**config.mk**
```make
export PLATFORM = sky130hd
export DESIGN_NAME = uart_tx_arbiter
export DESIGN_NICKNAME = d
export VERILOG_FILES = /design/src/rtl/uart_tx_arbiter.sv
export SDC_FILE = /design/constraint.sdc
export NUM_CORES = 1
export LEC_CHECK = 0
export ABC_CLOCK_PERIOD_IN_PS = 2470
export CORE_MARGIN = 4
export CORE_UTILIZATION = 25
export DETAILED_ROUTE_END_ITERATION = 12
export GPL_TIMING_DRIVEN = 0
export SETUP_SLACK_MARGIN = 0.3
export SLEW_MARGIN = 40
export SYNTH_ARGS = -nofsm -noshare
export SYNTH_HDL_FRONTEND = slang
export SYNTH_SLANG_ARGS = --single-unit
```
**constraint.sdc**
```tcl
create_clock -name clk -period 2.47 [get_ports clk]
set_input_delay 0.3705 -clock clk [delete_from_list [all_inputs] [get_ports clk]]
set_output_delay 0.3705 -clock clk [all_outputs]
set_load 0.005 [all_outputs]
```
**src/rtl/uart_tx_arbiter.sv**
```systemverilog
// Two-source round-robin arbiter in front of a single 8N1 UART transmitter.
// Optional message lock: define UART_ARB_LOCK_EN to keep the line with one source until it sends a byte with last=1.
module uart_tx_arbiter #(
    parameter int FREQ_MHZ = 12,
    parameter int BAUDS    = 115200
) (
    input  logic       clk,
    input  logic       reset_i,
    input  logic       valid0_i,
    input  logic [7:0] data0_i,
    input  logic       last0_i,
    output logic       ready0_o,
    input  logic       valid1_i,
    input  logic [7:0] data1_i,
    input  logic       last1_i,
    output logic       ready1_o,
    output logic       grant_o,
    output logic       busy_o,
    output logic       tx_o
);

    localparam int CLKS_PER_BIT = FREQ_MHZ * 1_000_000 / BAUDS;
    localparam int CW = (CLKS_PER_BIT > 1) ? $clog2(CLKS_PER_BIT) : 1;

    typedef enum logic [1:0] {IDLE, START, DATA, STOP} state_t;

    state_t        state_q, state_d;
    logic [CW-1:0] baud_q, baud_d;
    logic [2:0]    bit_q, bit_d;
    logic [7:0]    shift_q, shift_d;
    logic          tx_q, tx_d;
    logic          grant_q, grant_d;
    logic          last_grant_q, last_grant_d;

    logic elig0, elig1, win1, accept, baud_end;

`ifdef UART_ARB_LOCK_EN
    logic lock_vld_q, lock_vld_d;
    logic lock_id_q, lock_id_d;

    assign elig0 = valid0_i && (!lock_vld_q || !lock_id_q);
    assign elig1 = valid1_i && (!lock_vld_q || lock_id_q);
`else
    logic unused_last;

    assign unused_last = last0_i ^ last1_i;
    assign elig0 = valid0_i;
    assign elig1 = valid1_i;
`endif

    // On a tie the requester that did not win last time gets the line.
    assign win1     = (elig0 && elig1) ? !last_grant_q : elig1;
    assign accept   = (state_q == IDLE) && (elig0 || elig1) && !reset_i;
    assign baud_end = (baud_q == CW'(CLKS_PER_BIT - 1));

    assign ready0_o = accept && !win1;
    assign ready1_o = accept && win1;
    assign grant_o  = grant_q;
    assign busy_o   = (state_q != IDLE);
    assign tx_o     = tx_q;

    always_comb begin
        state_d      = state_q;
        baud_d       = baud_q;
        bit_d        = bit_q;
        shift_d      = shift_q;
        tx_d         = tx_q;
        grant_d      = grant_q;
        last_grant_d = last_grant_q;
`ifdef UART_ARB_LOCK_EN
        lock_vld_d   = lock_vld_q;
        lock_id_d    = lock_id_q;
`endif
        if (state_q != IDLE)
            baud_d = baud_end ? '0 : baud_q + CW'(1);

        case (state_q)
            IDLE: begin
                baud_d = '0;
                tx_d   = 1'b1;
                if (accept) begin
                    shift_d      = win1 ? data1_i : data0_i;
                    grant_d      = win1;
                    last_grant_d = win1;
                    tx_d         = 1'b0;
                    state_d      = START;
`ifdef UART_ARB_LOCK_EN
                    lock_vld_d   = !(win1 ? last1_i : last0_i);
                    lock_id_d    = win1;
`endif
                end
            end
            START: begin
                if (baud_end) begin
                    tx_d    = shift_q[0];
                    shift_d = {1'b0, shift_q[7:1]};
                    state_d = DATA;
                end
            end
            DATA: begin
                if (baud_end) begin
                    if (bit_q == 3'd7) begin
                        bit_d   = 3'd0;
                        tx_d    = 1'b1;
                        state_d = STOP;
                    end else begin
                        bit_d   = bit_q + 3'd1;
                        tx_d    = shift_q[0];
                        shift_d = {1'b0, shift_q[7:1]};
                    end
                end
            end
            STOP: begin
                if (baud_end)
                    state_d = IDLE;
            end
            default: state_d = IDLE;
        endcase
    end

    always_ff @(posedge clk or posedge reset_i) begin
        if (reset_i) begin
            state_q      <= IDLE;
            baud_q       <= '0;
            bit_q        <= 3'd0;
            shift_q      <= 8'd0;
            tx_q         <= 1'b1;
            grant_q      <= 1'b0;
            last_grant_q <= 1'b1;
`ifdef UART_ARB_LOCK_EN
            lock_vld_q   <= 1'b0;
            lock_id_q    <= 1'b0;
`endif
        end else begin
            state_q      <= state_d;
            baud_q       <= baud_d;
            bit_q        <= bit_d;
            shift_q      <= shift_d;
            tx_q         <= tx_d;
            grant_q      <= grant_d;
            last_grant_q <= last_grant_d;
`ifdef UART_ARB_LOCK_EN
            lock_vld_q   <= lock_vld_d;
            lock_id_q    <= lock_id_d;
`endif
        end
    end

endmodule
```
## Word level (Yosys, flattened, before mapping)

Index checks and enable logic that the tools add are counted.

| word-level totals | value |
|---|---|
| register bits after elaboration | 23 |
| latch bits | 0 |
| bits in writable memories | 0 |
| memory bits (read-only) | 0 |
| memories | 0 |

| cells by class | value |
|---|---|
| add/subtract/negate cells | 2 |
| multipliers | 0 |
| div/mod/pow operators | 0 |
| $lt $le $gt $ge | 0 |
| equal/unequal tests | 11 |
| shifts and indexed selects | 0 |
| multiplexer cells | 22 |
| bitwise gates (word level) | 0 |
| reduce and logical (&&, ||, !) cells | 18 |

Operators by type and width:

| cell | count |
|---|---|
| 8-bit two-way mux | 5 |
| 8-bit case mux with 3 select lines | 1 |
| 7-bit two-way mux | 3 |
| 2-bit inequality test, second input constant | 6 |
| 2-bit two-way mux | 5 |
| 5-bit AND reduction | 2 |
| 2-bit case mux with 4 select lines | 1 |
| 7-bit by 1-bit adder with 7-bit output, second input constant | 1 |
| 7-bit == test, second input constant | 1 |
| 1-bit logical AND | 5 |
| 1-bit two-way mux | 5 |
| 2-bit == test, second input constant | 2 |
| 2-bit AND reduction | 2 |
| 2-bit nonzero test | 2 |
| 3-bit by 1-bit adder with 3-bit output, second input constant | 1 |
| 3-bit == test, second input constant | 1 |
| 1-bit logical NOT | 3 |
| 3-bit two-way mux | 1 |
| 1-bit case mux with 3 select lines | 1 |
| 3-bit AND reduction | 1 |
| 3-bit nonzero test | 1 |
| 2-bit by 1-bit == test with 1-bit output, second input constant | 1 |
| 2-bit logical NOT | 1 |
| 1-bit logical OR | 1 |

## Longest topological paths before layout

Gate-level depths: netlist of run 1.

| logic depth | value |
|---|---|
| depth after elaboration | 5 |
| mapped depth | 7 |

## Least setup slack after synthesis of run 1

OpenSTA, ideal clock, no wires.

| timing path | value |
|---|---|
| path kind | register -> output |
| start | register state_q[0] |
| end | output ready0_o |
| arrival time | 1.470 ns |
| setup slack | 0.630 ns |
| stages on the path, launching flop included | 7 |
| path through | dfrtp_1 > inv_1 > ha_1 > clkbuf_1 > inv_2 > or3_1 > nor2_1 |

| between the ends | value |
|---|---|
| longest elaborated chain between the ends | 4 |

RTL lines:

| what | RTL line | source |
|---|---|---|
| start: declaration | 27 | `state_t state_q, state_d;` |
| start signal: assignment | 135 | `state_q <= state_d;` |
| 2-bit logical NOT | 53 | `assign accept = (state_q == IDLE) && (elig0 \|\| elig1) && !reset_i;` |
| 1-bit logical AND (2 in a row) | 53 |  |
| 1-bit logical AND | 56 | `assign ready0_o = accept && !win1;` |
| end: declaration | 12 | `output logic ready0_o,` |

No other way between the ends.

## Worst setup path in the final report of run 1

| timing path | value |
|---|---|
| start | register state_q[1] |
| end | output ready0_o |

Same word-level chain as after synthesis.

==> flow_summary.yaml, run 1 <==
sta:
  clock_skew_ns: 0.00610
  tns_ns: 0
  max_freq_mhz: 497
  rsz0062_at_grt: "no"
  finalSetupViolCount: 0
  fin_crit_sh_pct: 81.5
  slew_violations: 0
  relSlewSlack_pct: 74.0
  worst_slew_pin_slew_ns: 0.390
  hold_viol: 0
  fin_crit_ns: 2.01
global_route:
  grtUsageTotal_pct: 8.85
  grt_max_degree: 15
  globalRouteOverflowTotal: 0
  antenna_found_initial: 0
  grt_pass1_wl_mm: 4.58
  grt_pass1_vias: 1016
power_and_ir_drop:
  leakage_nw: 0.825
  finalPower_uw: 669
  p_per_area_mw_per_mm2: 370
  ir_worst_vdd_mv: 0.224
yosys:
  netlist_area_mm2: 0.00135
  synthTopCellsByCount: "21 x dfrtp_1, 11 x o21ai_0, 10 x nand2_1, 9 x mux2i_1, 9 x nor2_1"
  synth_edf_count: 0
  yosysSeqAreaShare_pct: 42.7
  synth_top_cell_area_share_pct: 38.8
  ys_ff_latch: 23
  synth.net_count: 158
  ys_top_cells_by_area: "dfrtp_1 39%, mux2_4 8.9%, ha_1 7.4%"
  syn_area_per_cell_um2: 10.6
  yosysWarnings: 0
  yosys.area.top_type: "dfrtp_1"
  ys.flop_type: "dfrtp_1"
  synth_cell_types: 35
  yosysMostFrequentCell: "dfrtp_1"
  synthCells: 128
  async_flop_share_pct: 100
worst_setup_path:
  required_ns: 2.10
  cp_cell_sequence: "inv_2 > ha_1 > clkbuf_8 > inv_2 > or3_4 > nor2_1 > clkbuf_2"
  critPathMaxStageDelay_ns: 0.40
  worstSetupEndpointType: "output port"
  cp_slowest_cell: "dfrtp_1"
  path_buf_inv: 4
  path_class: "reg -> out"
  crit_path_frequent_cell: "inv_2"
  arrival_ns: 1.64
  critical_path.startpoint_type: "flip-flop"
  worst-path-max-fanout: 4
  critPathTopFamily: "simple AND/OR/NAND/NOR gates"
routing:
  drt_pass1_iterations: 3
  drc: 0
  viasPerCell: 4.28
  via_count: 993
  wl_per_cell_um: 11.1
  final_antenna_net_count: 0
  routed_wirelength_mm: 2.57
  drt_first_iter_violations: 42
finish:
  drive_gt1_share_pct: 20.4
  diodes: 0
  multi_input_area_um2: 728
  seq_area_um2: 578
  final_core_util_pct: 34.9
  fill_cells: 529
  area.growth.synth_to_final_pct: 33.5
  num-nets-final: 193
clocking:
  path_clk_slew_ns: 0.09
  cts_root_buf: "clkbuf_8"
  clk_path_buf_depth: 2
  cts_buffers: 3
  cts_sinks: 23
  htree_levels: 1
  cts_tree: "built"
  clock_latency_ns: 0.26
die:
  placeableCoreArea_mm2: 0.00517
  die_h_um: 81.6
  die_area_mm2: 0.00666
  io_pins: 27
  initial_core_util_pct: 26.2
  rows: 26
  die_w_um: 81.6
run_status:
  outcome: "finished clean"
placement:
  port-buffer-count: 24
  finalWeightedCongestion: 0.753
  hpwl_mm: 1.89
flow_run:
  cap_violations: 0
worst_hold_path:
  hold_path.class: "in -> async"
[placed cells by master (no fill, tap or decap), types with 2 or more instances in the layout]
cell / Yosys / final
dlygate4sd2_1: 0 / 2
inv_1: 5 / 2
nor2_1: 9 / 9
and3_1: 3 / 2
inv_2: 1 / 3
ha_1: 8 / 8
nor2b_1: 3 / 3
mux2_1: 4 / 4
buf_4: 1 / 6
buf_6: 1 / 2
nand3_1: 5 / 5
mux2_4: 8 / 8
o21ai_0: 11 / 11
o21ai_1: 2 / 2
clkbuf_8: 0 / 4
xor2_1: 2 / 2
nor3_1: 3 / 3
dfrtp_1: 21 / 21
clkbuf_1: 3 / 2
mux2i_1: 9 / 9
and3_4: 1 / 2
a21o_1: 2 / 2
dfstp_2: 2 / 2
nand2_1: 10 / 10
clkdlybuf4s50_1: 0 / 21
xnor2_1: 2 / 2
[metal layers]
metal	share of wire, %	track usage [%]	wire length (um)	vias up
met4	0.82	1.99	21	0
met1	49	10.9	1250	455
li1	-	-	-	515
met3	4.8	3.07	124	2
met5	0	0	0	-
met2	46	14.9	1180	21
[final timing paths]
| path | start | to | slack (ns) | cells past startpoint |
|---|---|---|---|---|
| worst max register to register | bit_q[0] | shift_q[3] | 0.50 | 6 |
| min in group clk | baud_q[0] | baud_q[0] | 0.46 | 1 |
| max in group asynchronous | reset_i | last_grant_q | 1.95 | 2 |
| worst min register to register | baud_q[0] | baud_q[0] | 0.46 | 1 |
| worst max-delay path | state_q[1] | ready0_o | 0.46 | 7 |
| worst min-delay path | reset_i | shift_q[5] | 0.20 | 2 |
[power breakdown]
part           leakage, nW  internal, mW  total, mW  switching (mW)
combinational        0.509        0.0373     0.0561          0.0189
clock               0.0217         0.114      0.237           0.123
sequential           0.294         0.376      0.376               0
total                0.825         0.528      0.669           0.142
[cells by family after synthesis]
logic type	synth area share, %
AO/OA/AOI/OAI	9.52
XOR/XNOR	2.59
adder cells (fa/ha/maj)	7.39
buffers and inverters	4.25
flip-flops	42.7
multiplexers	18.9
AND/OR/NAND/NOR	14.7
[flip-flops by register name (all words and copies together) (netlist names)]
| register | flops |
|---|---|
| grant_o | 1 |
| baud_q | 7 |
| last_grant_q | 1 |
| state_q | 2 |
| bit_q | 3 |
| tx_o | 1 |
| shift_q | 8 |
[cell type report]
cell class | count | share of cell area (%)
buffer | 6 | 2.63
clock buffer | 3 | 2.29
clock inverter | 1 | 0.416
inverter | 6 | 2.01
multi-input combinational | 93 | 40.3
sequential | 23 | 32.0
tap | 70 | 4.85
timing repair buffer | 29 | 15.2
timing repair inverter | 1 | 0.346
[metrics by stage]
stage	instances	instance area, um^2	hold slack [ns]	setup slack, ns
2_1_floorplan	128	1350	0.376	0.630
3_3_place_gp	222	1680	0.450	-0.293
3_5_place_dp	222	1680	0.455	-0.0726
4_1_cts	232	1810	0.215	0.329
5_1_grt	232	1810	0.217	0.352
6_report	232	1810	0.204	0.458
[repair_timing]
item / CTS / global route
hold buffers: 0 / 0
gates cloned: 1 / 0
gates resized for setup: 15 / 2
setup buffers: 5 / 0
pin swaps: 0 / 0
endpoints found under the setup margin: 3 / 1
Note: power is estimated with default switching activity, not from simulation.
==> run 2, diff against run 1 <==
Settings changed: ABC_CLOCK_PERIOD_IN_PS 2470 to 1650.
Clock period 2.47 ns to 1.65 ns, I/O delays scaled along.
==> run 2 against run 1 <==
Against the previous run: the run now ends with setup timing left; global-route usage up 1.1 points; sequential cell count is the same; first-iteration DRC count shrank 12%; via count increased by 12%; setup slack got worse by 0.66 ns; clock power increased by 47%; clock skew barely moved; sequential share of layout area is 5.0 points lower; routed wire length is 29% higher; sequential power grew 50%; largest power group unchanged.
==> flow_summary.yaml, run 2 (synthesis gave the netlist of run 1 again) <==
run_status:
  outcome: "finished, violations left"
  violations: "setup timing"
power_and_ir_drop:
  leakage_nw: 0.968
  switching_share_pct: 21.2
  pwr-share-seq_pct: 56.2
  p_per_area_mw_per_mm2: 469
  combPwrFrac_pct: 9.1
  p_int_uw: 790
  p_sw_uw: 213
  pwr-share-clk_pct: 34.8
  ir_worst_vdd_mv: 0.263
die:
  die_h_um: 81.6
  rows: 26
  die_area_mm2: 0.00666
  io_pins: 27
  placeableCoreArea_mm2: 0.00517
  die_w_um: 81.6
  initial_core_util_pct: 26.2
worst_setup_path:
  critical_path.startpoint_type: "flip-flop"
  path_class: "reg -> reg"
  cp_slowest_cell: "dfrtp_1"
  critPathMaxStageDelay_ns: 0.42
  critPathTopFamily: "flip-flops"
  arrival_ns: 2.00
  required_ns: 1.80
  worst-path-max-fanout: 8
  path_buf_inv: 1
  worstSetupEndpointType: "flip-flop"
  cp_cell_sequence: "ha_4 > and3_4 > and4b_1 > o311a_1 > buf_6 > mux2_4"
routing:
  via_count: 1109
  wl_per_cell_um: 13.2
  drt_first_iter_violations: 37
  drt_pass1_iterations: 4
  viasPerCell: 4.42
  routed_wirelength_mm: 3.32
  drc: 0
  final_antenna_net_count: 0
clocking:
  cts_root_buf: "clkbuf_8"
  htree_levels: 1
  clk_path_buf_depth: 2
  clock_latency_ns: 0.26
  cts_buffers: 3
  cts_sinks: 23
  cts_tree: "built"
  path_clk_slew_ns: 0.09
global_route:
  grtUsageTotal_pct: 9.97
  grt_max_degree: 14
  grt_pass1_vias: 1141
  grt_pass1_wl_mm: 5.24
  antenna_found_initial: 0
  globalRouteOverflowTotal: 0
sta:
  clock_skew_ns: 0.00564
  relSlewSlack_pct: 80.2
  fin_ws_ns: -0.203
  fin_crit_sh_pct: 112
  worst_slew_pin_slew_ns: 0.295
  slew_violations: 0
  rsz0062_at_grt: "yes"
  hold_viol: 0
  finalSetupViolCount: 11
  fin_crit_ns: 1.85
  max_freq_mhz: 540
finish:
  diodes: 0
  largest_registers: "shift_q: 8 flops, baud_q: 7 flops, bit_q: 3 flops"
  fill_cells: 493
  final_core_util_pct: 41.3
  area.growth.synth_to_final_pct: 57.9
  drive_gt1_share_pct: 45.3
  final_cell_mix: "21 x buf_4, 21 x dfrtp_1, 18 x clkdlybuf4s50_1, 12 x mux2_4, 10 x o21ai_0"
  num-nets-final: 212
  largest_reg_flops: 8
  regMostFlops: "shift_q"
  stdcell_area_mm2: 0.00214
placement:
  finalWeightedCongestion: 0.803
  hpwl_mm: 1.99
  port-buffer-count: 24
  dpl_cell_area_mm2: 0.00175
worst_hold_path:
  hold_path.class: "in -> async"
flow_run:
  cap_violations: 0
-- run 2: worst paths after layout --
kind	start	to	slack, ns	cells after the start
setup reg to reg	baud_q[0]	shift_q[3]	-0.20	6
min in group clk	grant_o	grant_o	0.48	1
max in group asynchronous	reset_i	last_grant_q	1.08	3
hold / removal	reset_i	baud_q[1]	0.11	2
setup / recovery	baud_q[0]	shift_q[3]	-0.20	6
hold reg to reg	grant_o	grant_o	0.48	1
-- run 2: final cells by class --
cell class              instances  area, um^2  area share [%]
plain buffers                   6        55.1            2.57
repair buffers                 48         429            20.1
multi-input cells              93         897            42.0
clock inverters                 1        5.00           0.234
well taps                      70        87.6            4.10
inverters                       6        38.8            1.81
repair inverters                1        6.26           0.293
flip-flops and latches         23         578            27.0
clock buffers                   3        41.3            1.93
-- run 2: stage by stage --
stage	std cells	setup WS [ns]	setup TNS [ns]	hold WS, ns	total power, mW
4_1_cts	246	-0.195	-1.75	0.0846	1.02
5_1_grt	251	-0.274	-2.60	0.120	1.04
2_1_floorplan	128	-0.0922	-0.738	0.253	0.601
6_report	251	-0.203	-1.88	0.110	1.00
3_5_place_dp	222	-0.564	-3.60	0.462	0.654
3_3_place_gp	222	-0.889	-4.34	0.456	0.653
-- run 2: repair_timing --
item | 4_1_cts | 5_1_grt
buffers inserted | 19 | 5
resized for setup | 41 | 12
hold buffers | 0 | 0
gates cloned | 1 | 0
pin swaps | 11 | 7
endpoints found under the setup margin | 21 | 22
endpoints found under the hold margin | 0 | 0
-- run 2: per-layer routing --
| layer | vias up | global-route usage (%) | share of wire (%) |
|---|---|---|---|
| met1 | 529 | 13.0 | 46 |
| met4 | 0 | 2.33 | 0.42 |
| li1 | 556 | - | - |
| met3 | 2 | 1.32 | 3.8 |
| met5 | - | 0 | 0 |
| met2 | 22 | 17.5 | 50 |
-- run 2: power by group through the flow --
stage	sequential, mW	combinational, mW	clock [mW]
2_1_floorplan	0.574	0.0269	0
3_3_place_gp	0.574	0.0790	0
3_5_place_dp	0.574	0.0796	0
4_1_cts	0.563	0.0914	0.363
5_1_grt	0.563	0.0978	0.375
6_report	0.563	0.0910	0.349
==> run 3, diff against run 2 <==
Settings changed: ABC_CLOCK_PERIOD_IN_PS 1650 to 1900.
Clock period 1.65 ns to 1.9 ns, I/O delays scaled along.
==> run 3 against run 2 <==
Against the previous run: the flow now finishes without violations; via count rose by 0.63%; cell count fell by 2.8%; clock power fell by 13%; cell area fell by 5.6%; worst hold slack got worse by 0.042 ns; critical endpoint is now ready0_o.
==> flow_summary.yaml, run 3 (synthesis gave the netlist of run 1 again) <==
sta:
  clock_skew_ns: 0.00411
  fin_crit_sh_pct: 97.7
  worst_slew_pin_slew_ns: 0.365
  hold_viol: 0
  fin_crit_ns: 1.86
  max_freq_mhz: 539
  tns_ns: 0
  slew_violations: 0
  finalSetupViolCount: 0
  fin_ws_ns: 0.0434
  relSlewSlack_pct: 75.3
  rsz0062_at_grt: "yes"
global_route:
  grt_pass1_wl_mm: 4.96
  grt_max_degree: 25
  antenna_found_initial: 0
  grtUsageTotal_pct: 9.60
  grt_pass1_vias: 1102
  globalRouteOverflowTotal: 0
worst_setup_path:
  path_class: "reg -> out"
  reg2reg_depth: 6
  crit_path_frequent_cell: "inv_2"
  r2r_setup_slack_ns: 0.05
  reg2reg_from: "baud_q[0]"
  required_ns: 1.62
  worst-path-max-fanout: 2
  critPathTopFamily: "simple AND/OR/NAND/NOR gates"
  arrival_ns: 1.57
  cp_slowest_cell: "dfrtp_1"
  worstSetupEndpointType: "output port"
  critical_path.startpoint_type: "flip-flop"
  cp_cell_sequence: "inv_2 > ha_4 > buf_8 > inv_2 > or3_4 > nor2_2 > buf_2"
  path_buf_inv: 4
  regToRegEndpoint: "shift_q[0]"
  path_depth: 7
  critPathMaxStageDelay_ns: 0.40
power_and_ir_drop:
  leakage_nw: 0.903
  pwr-share-seq_pct: 56.0
  p_sw_uw: 184
  finalPower_uw: 873
  combPwrFrac_pct: 9.4
  switching_share_pct: 21.1
  ir_worst_vdd_mv: 0.256
  p_per_area_mw_per_mm2: 432
  pwr-share-clk_pct: 34.6
  p_int_uw: 689
die:
  initial_core_util_pct: 26.2
  rows: 26
  die_area_mm2: 0.00666
  io_pins: 27
  die_h_um: 81.6
  die_w_um: 81.6
  placeableCoreArea_mm2: 0.00517
finish:
  final_common_cell: "dfrtp_1"
  regMostFlops: "shift_q"
  largest_registers: "shift_q: 8 flops, baud_q: 7 flops, bit_q: 3 flops"
  fill_cells: 512
  stdcell_area_mm2: 0.00202
  largest_reg_flops: 8
  drive_gt1_share_pct: 34.5
  fin_cells: 244
  diodes: 0
  num-nets-final: 205
  area.growth.synth_to_final_pct: 49.2
  final_cell_mix: "21 x dfrtp_1, 19 x clkdlybuf4s50_1, 14 x buf_4, 10 x o21ai_0, 10 x nand2_1"
worst_hold_path:
  hold_path.class: "in -> async"
run_status:
  outcome: "finished clean"
flow_run:
  cap_violations: 0
clocking:
  cts_sinks: 23
  clk_path_buf_depth: 2
  htree_levels: 1
  clock_latency_ns: 0.26
  cts_root_buf: "clkbuf_8"
  path_clk_slew_ns: 0.08
  cts_tree: "built"
  hold_buffers: 0
  cts_buffers: 3
routing:
  wl_per_cell_um: 12.8
  final_antenna_net_count: 0
  viasPerCell: 4.57
  via_count: 1116
  drc: 0
  routed_wirelength_mm: 3.12
  drt_pass1_iterations: 4
  drt_first_iter_violations: 26
placement:
  dpl_cell_area_mm2: 0.00171
  port-buffer-count: 24
  finalWeightedCongestion: 0.788
  hpwl_mm: 1.99
  dp.cells: 222
  pre_cts_ws_ns: -0.371
-- run 3: what timing repair did --
action | in CTS | in global routing
pin swaps | 4 | 8
gates cloned | 0 | 1
setup endpoints to repair | 18 | 17
gates resized for setup | 27 | 17
buffers inserted | 12 | 5
-- run 3: per-layer routing --
| metal | wire length [um] | up-vias | global-route usage, % |
|---|---|---|---|
| met2 | 1560 | 27 | 16.6 |
| li1 | - | 544 | - |
| met5 | 0 | - | 0 |
| met1 | 1340 | 535 | 11.1 |
| met4 | 60 | 0 | 3.16 |
| met3 | 151 | 10 | 3.18 |
-- run 3: stage by stage --
stage | hold slack [ns] | utilization, %
3_3_place_gp | 0.453 | 33.0
5_1_grt | 0.0822 | 39.0
4_1_cts | 0.377 | 36.7
2_1_floorplan | 0.291 | -
6_report | 0.0682 | 39.0
3_5_place_dp | 0.458 | 33.0
-- run 3: layout make-up --
class	instances	area [um^2]	area share [%]
buffer	6	55.1	2.73
inverter	6	48.8	2.42
timing repair inverter	1	8.76	0.434
sequential	23	578	28.6
multi-input combinational	93	820	40.6
clock buffer	3	41.3	2.04
tap	70	87.6	4.34
timing repair buffer	41	375	18.6
clock inverter	1	5.00	0.248
-- run 3: how the worst max path moves through the flow --
stage	from	to	slack, ns
after floorplan	baud_q[0]	shift_q[0]	0.16
after global placement	reset_i	ready1_o	-0.71
after detailed placement	reset_i	ready1_o	-0.37
after CTS	baud_q[0]	shift_q[1]	0.05
after global routing	state_q[0]	ready0_o	-0.02
final	state_q[0]	ready0_o	0.04
-- run 3: power groups by stage --
stage	clock network [mW]	registers (mW)	logic [mW]
after CTS	0.316	0.489	0.0733
after global routing	0.335	0.489	0.0887
after global placement	0	0.499	0.0682
after floorplan	0	0.499	0.0233
after detailed placement	0	0.499	0.0687
final	0.302	0.489	0.0816
